File: src/rtl/waitxn_pkg.sv
// waitxn_pkg: shared types and helpers for the clocked N-channel exclusive wait element.
//   waitxn_state_t : FSM state encoding (IDLE, GRANT, RELEASE)
//   WAITXN_MAX_N   : largest supported channel count
//   waitxn_idx_w   : width of a channel index, never less than 1
package waitxn_pkg;

    typedef enum logic [1:0] {
        IDLE    = 2'd0,
        GRANT   = 2'd1,
        RELEASE = 2'd2
    } waitxn_state_t;

    localparam int unsigned WAITXN_MAX_N = 32;

    // Index width for n channels; a 1- or 2-channel element still needs one bit.
    function automatic int unsigned waitxn_idx_w(input int unsigned n);
        return (n > 2) ? $clog2(n) : 1;
    endfunction

endpackage

File: src/rtl/waitxn_sync_chain.sv
// waitxn_sync_chain: per-bit flop synchroniser of configurable depth.
//   clk   : sampling clock
//   rst_n : synchronous active-low reset, clears every stage to 0
//   d     : asynchronous input vector (W bits)
//   q     : d delayed by DEPTH flops; DEPTH=0 passes d straight through
module waitxn_sync_chain #(
    parameter int unsigned W     = 1,
    parameter int unsigned DEPTH = 2
) (
    input  logic         clk,
    input  logic         rst_n,
    input  logic [W-1:0] d,
    output logic [W-1:0] q
);

    if (DEPTH == 0) begin : g_pass
        // Input is already synchronous; clock and reset are intentionally unused.
        logic unused_ok;
        assign unused_ok = &{1'b0, clk, rst_n};
        assign q = d;
    end else begin : g_flops
        logic [W-1:0] stage [DEPTH];

        always_ff @(posedge clk) begin
            if (!rst_n) begin
                for (int i = 0; i < int'(DEPTH); i++) stage[i] <= '0;
            end else begin
                stage[0] <= d;
                for (int i = 1; i < int'(DEPTH); i++) stage[i] <= stage[i-1];
            end
        end

        assign q = stage[DEPTH-1];
    end

endmodule

File: src/rtl/waitxn_clk.sv
// waitxn_clk: clocked N-channel exclusive wait element.
// While ctrl is high, grants exactly one channel whose synchronised sig is high;
// after ctrl falls, waits for that channel's sig to return low before dropping
// the grant.
//   clk   : single clock, rising edge
//   rst_n : synchronous active-low reset
//   sig   : N asynchronous request lines (synchronised by SYNC_STAGES flops)
//   ctrl  : phase control, synchronous to clk
//   g     : registered one-hot or zero grant vector
//   gid   : index of the granted channel, holds its last value when g=0
//   busy  : high while in GRANT or RELEASE
// Build option: define WAITXN_RR_EN for round-robin selection; the default
// build uses fixed priority with the lowest index winning.
module waitxn_clk
    import waitxn_pkg::*;
#(
    parameter int unsigned N           = 2,
    parameter int unsigned SYNC_STAGES = 2
) (
    input  logic                         clk,
    input  logic                         rst_n,
    input  logic [N-1:0]                 sig,
    input  logic                         ctrl,
    output logic [N-1:0]                 g,
    output logic [waitxn_idx_w(N)-1:0]   gid,
    output logic                         busy
);

    localparam int unsigned IW = waitxn_idx_w(N);

    if (N < 2 || N > WAITXN_MAX_N) begin : g_bad_n
        $error("waitxn_clk: N out of range");
    end
    if (SYNC_STAGES > 3) begin : g_bad_sync
        $error("waitxn_clk: SYNC_STAGES out of range");
    end

    logic [N-1:0]  sig_s;
    waitxn_state_t state;
    logic [IW-1:0] k;
    logic [IW-1:0] sel_c;
    logic [N-1:0]  onehot_c;

    waitxn_sync_chain #(
        .W     (N),
        .DEPTH (SYNC_STAGES)
    ) u_sync (
        .clk   (clk),
        .rst_n (rst_n),
        .d     (sig),
        .q     (sig_s)
    );

    // Lowest set bit of req; returns 0 when req is empty.
    function automatic logic [IW-1:0] first_set(input logic [N-1:0] req);
        logic [IW-1:0] idx;
        idx = '0;
        for (int i = int'(N) - 1; i >= 0; i--) begin
            if (req[i]) idx = IW'(i);
        end
        return idx;
    endfunction

`ifdef WAITXN_RR_EN
    logic [IW-1:0] p;
    logic [IW-1:0] p_next_c;

    // Rotate req so bit p lands at 0, find the first set bit, then undo the rotation mod N.
    function automatic logic [IW-1:0] pick(input logic [N-1:0] req, input logic [IW-1:0] start);
        logic [2*N-1:0] dbl;
        logic [IW-1:0]  off;
        logic [IW:0]    sum;
        dbl = {req, req} >> start;
        off = first_set(dbl[N-1:0]);
        sum = {1'b0, start} + {1'b0, off};
        if (sum >= (IW+1)'(N)) sum = sum - (IW+1)'(N);
        return sum[IW-1:0];
    endfunction

    assign sel_c    = pick(sig_s, p);
    assign p_next_c = (sel_c == IW'(N - 1)) ? '0 : sel_c + IW'(1);
`else
    assign sel_c = first_set(sig_s);
`endif

    assign onehot_c = N'(1) << sel_c;
    assign gid      = k;

    // Grant FSM; g, busy and k (gid) all change on the same edge.
    always_ff @(posedge clk) begin
        if (!rst_n) begin
            state <= IDLE;
            g     <= '0;
            busy  <= 1'b0;
            k     <= '0;
`ifdef WAITXN_RR_EN
            p     <= '0;
`endif
        end else begin
            case (state)
                IDLE: begin
                    if (ctrl && (|sig_s)) begin
                        k     <= sel_c;
                        g     <= onehot_c;
                        busy  <= 1'b1;
                        state <= GRANT;
`ifdef WAITXN_RR_EN
                        p     <= p_next_c;
`endif
                    end else begin
                        g     <= '0;
                        busy  <= 1'b0;
                    end
                end
                GRANT: begin
                    // A falling sig_s[k] here is only acted on once ctrl is low.
                    if (!ctrl) begin
                        if (!sig_s[k]) begin
                            g     <= '0;
                            busy  <= 1'b0;
                            state <= IDLE;
                        end else begin
                            state <= RELEASE;
                        end
                    end
                end
                RELEASE: begin
                    // ctrl is ignored until the granted line returns low.
                    if (!sig_s[k]) begin
                        g     <= '0;
                        busy  <= 1'b0;
                        state <= IDLE;
                    end
                end
                default: begin
                    g     <= '0;
                    busy  <= 1'b0;
                    state <= IDLE;
                end
            endcase
        end
    end

endmodule

File: config.mk
export PLATFORM = sky130hd
export DESIGN_NAME = waitxn_clk
export DESIGN_NICKNAME = d
export VERILOG_FILES = /design/src/rtl/waitxn_pkg.sv /design/src/rtl/waitxn_sync_chain.sv /design/src/rtl/waitxn_clk.sv
export SDC_FILE = /design/constraint.sdc
export NUM_CORES = 1
export LEC_CHECK = 0
export ABC_AREA = 0
export CELL_PAD_IN_SITES_DETAIL_PLACEMENT = 0
export CELL_PAD_IN_SITES_GLOBAL_PLACEMENT = 2
export CORE_MARGIN = 3
export CORE_UTILIZATION = 31
export DETAILED_ROUTE_END_ITERATION = 6
export PLACE_DENSITY_LB_ADDON = 0.08
export SLEW_MARGIN = 10
export SYNTH_ARGS = -nofsm -noshare
export SYNTH_HDL_FRONTEND = slang
export SYNTH_HIERARCHICAL = 1
export SYNTH_SLANG_ARGS = --single-unit
File: constraint.sdc
create_clock -name clk -period 2.15 [get_ports clk]
set_clock_uncertainty 0.05 [all_clocks]
set_input_delay 0.43 -clock clk [delete_from_list [all_inputs] [get_ports clk]]
set_output_delay 0.43 -clock clk [all_outputs]
set_load 0.1 [all_outputs]
==> results by group <==
Detailed routing
  • DR WL met3: 45 um
  • Met1 wire length: slightly above 400 um
  • # DRC: 0
  • Met2 wire len: 429 um
  • DR iter-0 viols: 4
  • Highest routed layer: met4
  • Final WL: 895 um
  • Drt via density: slightly above 5
  • Drt pass-1 iters: 4
  • Routed vias: 383
  • Detail Route Antenna Nets: 0
  • Drt wl/cell: between 10 and 15 um

STA
  • Worst Tran Pin Value: around 0.33 ns
  • Final Cycle Share: 0.706
  • Hold Fails Final Rpt: 0
  • Slew margin rel.: 0.778
  • RSZ-0062 raised after global routing: no
  • Post-Route Setup TNS: 0 ns
  • Final Max Slew Viols: 0
  • Final worst path period need: ~1.5 ns
  • Final setup violation count: 0
  • Fmax: ~660 MHz

Critical path
  • CP Capture Type: register
  • Crit path kind: in -> reg
  • Reg2reg start: state[0]$_SDFFE_PN0P_
  • FF-to-FF path depth: 5
  • Reg-to-Reg End: state[1]$_SDFFE_PN0P_
  • Worst-path maximum fanout: 8
  • CP Data Required Time: approximately 2.3 ns
  • Worst path arrival time: between 1.5 and 2 ns
  • Worst R2R Setup Slack: roughly 0.77 ns
  • Worst setup SP type: input port

Logic synthesis
  • Avg Inst Size Synth: about 9.6 um2
  • Seq/Total Area, Yosys: 0.408
  • Netlist cell types: 22
  • Flops & latches, synth: 10
  • Yosys warning total: 6
  • Mapped Nets: 60
  • Synthesized cell area: approximately 490 um2
  • Cell count after synthesis: around 50

Flow run
  • Maxcap violations: 0

Floorplanning
  • Chip Width: between 40 and 50 um
  • Rows: 13
  • Core area: 1380 um2
  • Die height: 45.8 um
  • Initial Util: 0.355
  • Die ar.: 2100 um2
  • I/O pins: 9

Global routing
  • First-pass GRT wire length: roughly 1500 um
  • Vias in the first global route: 336
  • Tot GR Track Use: 0.103
  • Grt total ovfl: 0
  • Antenna violations before repair: 0
  • Largest net degree at the start of global routing: 13

Power
  • Leakage dissipation: between 0.2 and 0.25 nW
  • Clk pwr share: 0.395
  • Combinational share of power: 0.131
  • Worst VDD drop: between 200 and 300 uV
  • Sw Share: 0.236
  • P per Cell Area: just under 700 nW/um2
  • Power Total: ~0.41 mW
  • Int Pwr: approximately 0.32 mW
  • Psw: about 0.1 mW
  • Sequential share of power: 0.474

Place
  • Post-DP HPWL: 680 um
  • Post-Place Cell Area: roughly 560 um2
  • Port bufs: 8
  • Routability congestion estimate: around 0.7

Hold path
  • HP Class: reg -> reg
  • Hold Startpoint: u_sync/g_flops.stage[0][1]$_SDFF_PN0_
  • WHS Endpoint: u_sync/g_flops.stage[0][3]$_SDFF_PN0_
  • Worst hold path depth: 1

Clock tree
  • Root buffer cell: clkbuf_4
  • Worst-path clk slew: 0.06 ns
  • Post-CTS Hold Fix Bufs: 0
  • Bufs on Longest Clock Path: 2
  • CTS Buf Count: 3
  • CTS tree: built
  • Setup Buffers After CTS: 0
  • CTS H-tree lvls: 1
  • Post-CTS resize count: 0
  • CTS sink count: 10
  • Clk_lat worst skew: roughly 0.26 ns

Layout
  • Reg area: between 200 and 250 um2
  • Multi-input logic area: 268 um2
  • Diodes inserted: 0
  • Area Growth Syn to Fin: 22.4%
  • Design area: around 600 um2
  • Layout cells sized above 1: 0.197
  • Fillers: 137
  • Utilization after layout: 0.434
  • # nets final: 71

Status
  • Run status: finished clean
[Yosys cell counts (all sizes together)]
cell type  count  area share
dfxtp         10        0.41
nand2          7       0.054
o21ai          6       0.061
and2           5       0.064
ha             4        0.10
a21boi         2       0.038
and3           2       0.026
buf            2       0.031
inv            2       0.015
nor2           2       0.020
a22o           1       0.036
a31oi          1       0.013
a32oi          1       0.018
mux2           1       0.031
nand3          1       0.010
nand4b         1       0.018
nor3b          1       0.015
nor4b          1       0.018
o221a          1       0.023
[power by group through the flow]
stage	combinational [mW]	clock [mW]	sequential, mW
6_report	0.0543	0.164	0.196
5_1_grt	0.0586	0.177	0.197
4_1_cts	0.0546	0.170	0.197
3_5_place_dp	0.0543	0	0.201
3_3_place_gp	0.0530	0	0.200
2_1_floorplan	0.0250	0	0.212
[cell type report]
| class | count | share of cell area |
|---|---|---|
| Tap cell | 15 | 0.0313 |
| Timing Repair Buffer | 8 | 0.117 |
| Inverter | 2 | 0.0125 |
| Sequential cell | 10 | 0.333 |
| Multi-Input combinational cell | 37 | 0.446 |
| Clock buffer | 4 | 0.0604 |
[logic make-up after synthesis]
group | after synthesis | share of synthesized area
AOI/OAI and AO/OA | 12 | 0.189
adders and majority gates | 4 | 0.102
buffers and inverters | 4 | 0.0459
DFF | 10 | 0.408
muxes | 1 | 0.0306
and+or+nand+nor | 20 | 0.224
[worst max-delay path by stage]
stage                                start                     to  slack [ns]
final                                 ctrl  state[1]$_SDFFE_PN0P_        0.63
after global routing                  ctrl  state[1]$_SDFFE_PN0P_        0.57
after CTS                             ctrl  state[1]$_SDFFE_PN0P_        0.63
after detailed placement              ctrl  state[1]$_SDFFE_PN0P_        0.36
after global placement                ctrl  state[1]$_SDFFE_PN0P_        0.41
after floorplan           gid$_SDFFE_PN0P_  state[0]$_SDFFE_PN0P_        0.18
[per-stage QoR]
step	setup slack, ns	cells	hold slack [ns]
final	0.632	76	0.385
after floorplan	0.182	51	0.356
after detailed placement	0.359	72	0.374
after global placement	0.406	72	0.369
after global routing	0.574	76	0.396
after CTS	0.633	76	0.389
[per-layer routing]
| layer | vias to the layer above | global-route usage |
|---|---|---|
| li1 | 197 | - |
| met3 | 2 | 0.0356 |
| met5 | - | 0 |
| met4 | 0 | 0.0682 |
| met2 | 8 | 0.145 |
| met1 | 176 | 0.132 |
[registers in the layout, summed over array words and instances (netlist names)]
| register | count |
|---|---|
| busy | 1 |
| g | 2 |
| gid | 1 |
| state | 2 |
| u_sync/g_flops.stage | 4 |
[critical path: stages]
cell             delay, ns
clkdlybuf4s50_1       0.64
o21ai_0               0.18
and2_1                0.19
o21ai_1               0.12
a21boi_1              0.07
[cell usage in the layout (no fill, tap or decap), drive strengths merged]
cell type / synthesis / routed
a22o: 1 / 1
inv: 2 / 2
nand2: 7 / 7
dfxtp: 10 / 10
a21boi: 2 / 2
o21ai: 6 / 6
and3: 2 / 2
mux2: 1 / 1
nand4b: 1 / 1
and2: 5 / 5
a31oi: 1 / 1
ha: 4 / 4
nor4b: 1 / 1
nor3b: 1 / 1
nand3: 1 / 1
o221a: 1 / 1
a32oi: 1 / 1
clkdlybuf4s50: 0 / 4
nor2: 2 / 2
buf: 2 / 4
clkbuf: 0 / 4
Note: power is estimated with default switching activity, not from simulation.
==> variant 1: new RTL, same flow settings <==
Build with the macro `WAITXN_RR_EN` defined.
--- a/src/rtl/waitxn_clk.sv
+++ b/src/rtl/waitxn_clk.sv
@@ -13,2 +13,4 @@
 // build uses fixed priority with the lowest index winning.
+`define WAITXN_RR_EN
+
 module waitxn_clk
Function: changed (a bounded check fails within 10 cycles, from zero or initial values and one cycle with rst_n low).
==> variant 1 against the unedited design <==
- wire length grew 9.7%
- synthesized area is 7.7% higher
- largest cell class unchanged
- count of clock-buffer cells in the layout is the same
- critical path type is now register to register
- total power increased by 0.17%
- design area rose by 4.2%
- sequential cell count increased by 1
- first-iteration DRC count grew 50%
- synthesized cell count grew 9.8%
- setup slack worse by 0.091 ns
==> variant 1: results <==
outcome:
  status: "finished clean"
yosys:
  syn_avg_cell_area_sq_um: 9.43
  synth_nets: 65
  ys_types: 19
  synthTopCellsByCount: "dfxtp_1 (11), and2_1 (6), o21ai_0 (5)"
  synth_edf_count: 0
  synthTopCellsByArea: "dfxtp_1 (42%), ha_1 (9.5%), and2_1 (7.1%), o21ai_0 (4.7%), a211oi_1 (4.3%)"
  yosysSeqAreaShare_pct: 41.7
global_route:
  grt_pass1_vias: 367
  grt_use_met3_pct: 4.60
  grtUsageMet1_pct: 14.7
  grt_max_degree: 14
  grt_pass1_wl_um: 1630
  grt_use_total_pct: 10.6
  use_met2_pct: 13.9
  grt_most_used_layer: "met1"
worst_setup_path:
  rrSetupSlack_ns: 0.54
  crit_family: "simple AND/OR/NAND/NOR gates"
  critPathArrivalTime_ns: 1.74
  cp_slowest_stage_delay_ns: 0.40
  crit_fanout: 5
  slowest_stage: "nor4b_1"
  crit_start: "state[0]$_SDFFE_PN0P_"
finish:
  drive_gt1_share_pct: 12.3
  final_nets: 75
placed_design:
  dp.cells: 77
  gp_congestion: 0.715
  post-place-ws_ns: 0.300
  numPortBuffers: 8
  dp_hpwl_um: 733
pwr:
  p_leak_nw: 0.256
  pg_seq_uw: 217
  seqPwrFrac_pct: 52.4
  ir_drop_mv: 0.292
  p_int_uw: 306
  clock_net_power_uw: 139
clocking:
  cts_resized: 0
  cts-root-buf: "clkbuf_4"
  post-cts-setup-buffers: 0
timing:
  tightest_slew_ns: 0.417
  fin_hold_ws_ns: 0.386
detailed_routing:
  routed_wl_um: 982
  viasPerCell: 5.32
  wl_per_cell_um: 12.1
  drt-initial-drc-count: 6
[variant 1: cell count changes after synthesis, moves of 3 or more]
cell      before  now
a211oi_1       0    3
a21oi_1        0    3
nand2_1        7    4
nand4_1        0    3
o21ai_1        3    0
[variant 1: logic make-up after synthesis]
group / Yosys count / synth area share, %
adder cells (fa/ha/maj): 4 / 9.48
buffers and inverters: 7 / 6.40
multiplexers: 3 / 6.63
flip-flops: 11 / 41.7
AND/OR/NAND/NOR: 15 / 16.6
AO/OA/AOI/OAI: 16 / 19.2
[variant 1: per-stage QoR]
| stage | utilization [%] | area, sq um |
|---|---|---|
| floorplan | - | 528 |
| global placement | 38.4 | 599 |
| detailed placement | 38.4 | 599 |
| CTS | 40.1 | 626 |
| global route | 40.1 | 626 |
| finish | 40.1 | 626 |
[variant 1: area by class of cell]
class                           instances  area (sq um)
Clock buffer                            4          26.3
Fill cell                             159           933
Inverter                                4          15.0
Multi-Input combinational cell         38           274
Sequential cell                        11           220
Tap cell                               16          20.0
Timing Repair Buffer                    8          70.1
[variant 1: worst max path at each step]
stage | slack (ns) | endpoint | cells past startpoint
2_1_floorplan | 0.20 | state[0]$_SDFFE_PN0P_ | 3
3_3_place_gp | 0.30 | state[1]$_SDFFE_PN0P_ | 4
3_5_place_dp | 0.30 | g[0]$_SDFFE_PN0P_ | 4
4_1_cts | 0.53 | state[1]$_SDFFE_PN0P_ | 5
5_1_grt | 0.40 | state[1]$_SDFFE_PN0P_ | 5
6_report | 0.54 | state[1]$_SDFFE_PN0P_ | 5
[variant 1: metal layers]
metal	routed length, um	vias up
met5	0	-
met2	430	10
li1	-	218
met3	42	2
met1	505	201
met4	4	0
==> variant 2: new RTL, config.mk and constraints unchanged <==
Made on the original files. Add an input register stage for `sig` and `ctrl`, without a reset; this delays them by one clock.
--- a/src/rtl/waitxn_clk.sv
+++ b/src/rtl/waitxn_clk.sv
@@ -30,2 +30,10 @@
 
+    logic [N-1:0] sig_q;
+    logic ctrl_q;
+
+    always_ff @(posedge clk) begin
+        sig_q  <= sig;
+        ctrl_q <= ctrl;
+    end
+
     if (N < 2 || N > WAITXN_MAX_N) begin : g_bad_n
@@ -49,3 +57,3 @@
         .rst_n (rst_n),
-        .d     (sig),
+        .d     (sig_q),
         .q     (sig_s)
@@ -101,3 +109,3 @@
                 IDLE: begin
-                    if (ctrl && (|sig_s)) begin
+                    if (ctrl_q && (|sig_s)) begin
                         k     <= sel_c;
@@ -116,3 +124,3 @@
                     // A falling sig_s[k] here is only acted on once ctrl is low.
-                    if (!ctrl) begin
+                    if (!ctrl_q) begin
                         if (!sig_s[k]) begin
Check against the original RTL: not equivalent (Yosys sat finds a counterexample within 4 cycles, from zero or initial values and one cycle with rst_n low).
==> variant 2 against the unedited design <==
- sequential cell count is 3 higher
- setup slack worse by 0.014 ns
- non-clock buffer count unchanged
- wire length is 4.4% higher
- design area is 6.7% higher
- sequential power increased by 31%
- via count up 8.6%
- die area is 8.4% higher
- total power increased by 9.7%
- critical endpoint is now g[1]$_SDFFE_PN0P_
- highest routed layer is now met3
- synthesized area up 9.7%
==> variant 2: results <==
outcome:
  status: "finished clean"
worst_setup_path:
  critPathCapture: "g[1]$_SDFFE_PN0P_"
  r2r_end: "g[1]$_SDFFE_PN0P_"
  rrSetupSlack_ns: 0.62
  crit_fanout: 4
  start_kind: "register"
  reg2reg_from: "state[0]$_SDFFE_PN0P_"
  critPathArrivalTime_ns: 1.68
global_route:
  grt_pass1_vias: 334
  use_met2_pct: 14.7
  grtUsageMet1_pct: 11.8
  grt_pass1_wl_um: 1480
  grt_max_degree: 13
  grt_use_met3_pct: 6.77
  grt_use_total_pct: 9.79
timing:
  tightest_slew_ns: 0.366
yosys:
  synthTopCellsByArea: "dfxtp_1 (48%), ha_1 (9.3%), and2_1 (5.8%), o21ai_0 (5.6%), nand2_1 (5.6%)"
  synthAdderAreaFrac_pct: 9.30
  yosysSeqAreaShare_pct: 48.4
  ys_types: 19
  synthTopCellsByCount: "dfxtp_1 (13), nand2_1 (8), o21ai_0 (6), and2_1 (5), ha_1 (4)"
  syn_avg_cell_area_sq_um: 9.78
  synth_compound_area_share_pct: 16.5
  async_flop_share_pct: 0
  synth_mux_area_share_pct: 2.79
  synth_nets: 64
  synth_xor_area_share_pct: 0
clocking:
  clk_pin_slew_ns: 0.08
  clock_latency_ns: 0.27
  clockBufferDepth: 2
  post-cts-setup-buffers: 0
  h-tree-depth: 1
placed_design:
  place_area_sq_um: 613
  dp.cells: 77
  dp_hpwl_um: 693
  gp_congestion: 0.726
pwr:
  seqPwrFrac_pct: 56.6
  switchingPower_uw: 115
  clock_net_power_uw: 147
  p_leak_nw: 0.254
  ir_drop_mv: 0.417
hold_path:
  holdCritPathClass: "register to register"
detailed_routing:
  num_vias: 416
  dr.pass1.iters: 4
  drt-initial-drc-count: 4
  wl_per_cell_um: 11.5
  viasPerCell: 5.14
finish:
  drive_gt1_share_pct: 15.4
  final_nets: 75
  antenna_cells: 0
  largest_reg_flops: 4
  regMostFlops: "u_sync/g_flops.stage"
  n_fill_cell: 175
[variant 2: cell types whose count changed after synthesis, sizes merged]
| cell | before | now |
|---|---|---|
| a2111oi | 0 | 1 |
| and3 | 2 | 1 |
| dfxtp | 10 | 13 |
| nand2 | 7 | 8 |
| nand3 | 1 | 2 |
| nand4b | 1 | 0 |
[variant 2: how the worst min path moves through the flow]
stage                                                       end                             startpoint  cells after the start  slack [ns]
after global routing      u_sync/g_flops.stage[0][3]$_SDFF_PN0_  u_sync/g_flops.stage[0][1]$_SDFF_PN0_                      1        0.40
after floorplan           u_sync/g_flops.stage[0][2]$_SDFF_PN0_  u_sync/g_flops.stage[0][0]$_SDFF_PN0_                      1        0.36
after detailed placement  u_sync/g_flops.stage[0][2]$_SDFF_PN0_  u_sync/g_flops.stage[0][0]$_SDFF_PN0_                      1        0.37
final                     u_sync/g_flops.stage[0][3]$_SDFF_PN0_  u_sync/g_flops.stage[0][1]$_SDFF_PN0_                      1        0.39
after global placement    u_sync/g_flops.stage[0][3]$_SDFF_PN0_  u_sync/g_flops.stage[0][1]$_SDFF_PN0_                      1        0.36
after CTS                 u_sync/g_flops.stage[0][3]$_SDFF_PN0_  u_sync/g_flops.stage[0][1]$_SDFF_PN0_                      1        0.39
[variant 2: layout make-up]
| cell class | count | area (sq um) | area share (%) |
|---|---|---|---|
| clock buffer | 3 | 22.5 | 3.52 |
| clock inverter | 1 | 5.00 | 0.781 |
| inverter | 2 | 7.51 | 1.17 |
| multi-input combinational | 38 | 255 | 39.8 |
| sequential | 13 | 260 | 40.6 |
| tap | 16 | 20.0 | 3.13 |
| timing repair buffer | 8 | 70.1 | 10.9 |
[variant 2: metrics by stage]
| step | power (mW) | utilization (%) | hold slack (ns) | setup WS (ns) |
|---|---|---|---|---|
| 3_3_place_gp | 0.314 | 38.9 | 0.365 | 0.573 |
| 6_report | 0.455 | 40.6 | 0.387 | 0.618 |
| 5_1_grt | 0.479 | 40.6 | 0.395 | 0.489 |
| 3_5_place_dp | 0.313 | 38.9 | 0.367 | 0.631 |
| 2_1_floorplan | 0.297 | - | 0.356 | 0.169 |
| 4_1_cts | 0.463 | 40.6 | 0.389 | 0.600 |
[variant 2: worst max-delay path, cell delays in order (launching register included)]
cell,delay [ns]
dfxtp_1,0.39
inv_1,0.08
ha_1,0.33
a2111oi_0,0.42
nand2_1,0.11
o21ai_0,0.08
[variant 2: cell families (layout without fill, tap and decap cells)]
logic type	count (synthesis)	count (layout)
and+or+nand+nor	20	20
AOI/OAI and AO/OA	13	13
DFF	13	13
adders and majority gates	4	4
buffers and inverters	4	14
muxes	1	1
[variant 2: layer usage]
metal / vias up / routed length (um)
met5: - / 0
met4: 0 / 0
met3: 0 / 82
met2: 12 / 405
met1: 193 / 447
li1: 211 / -
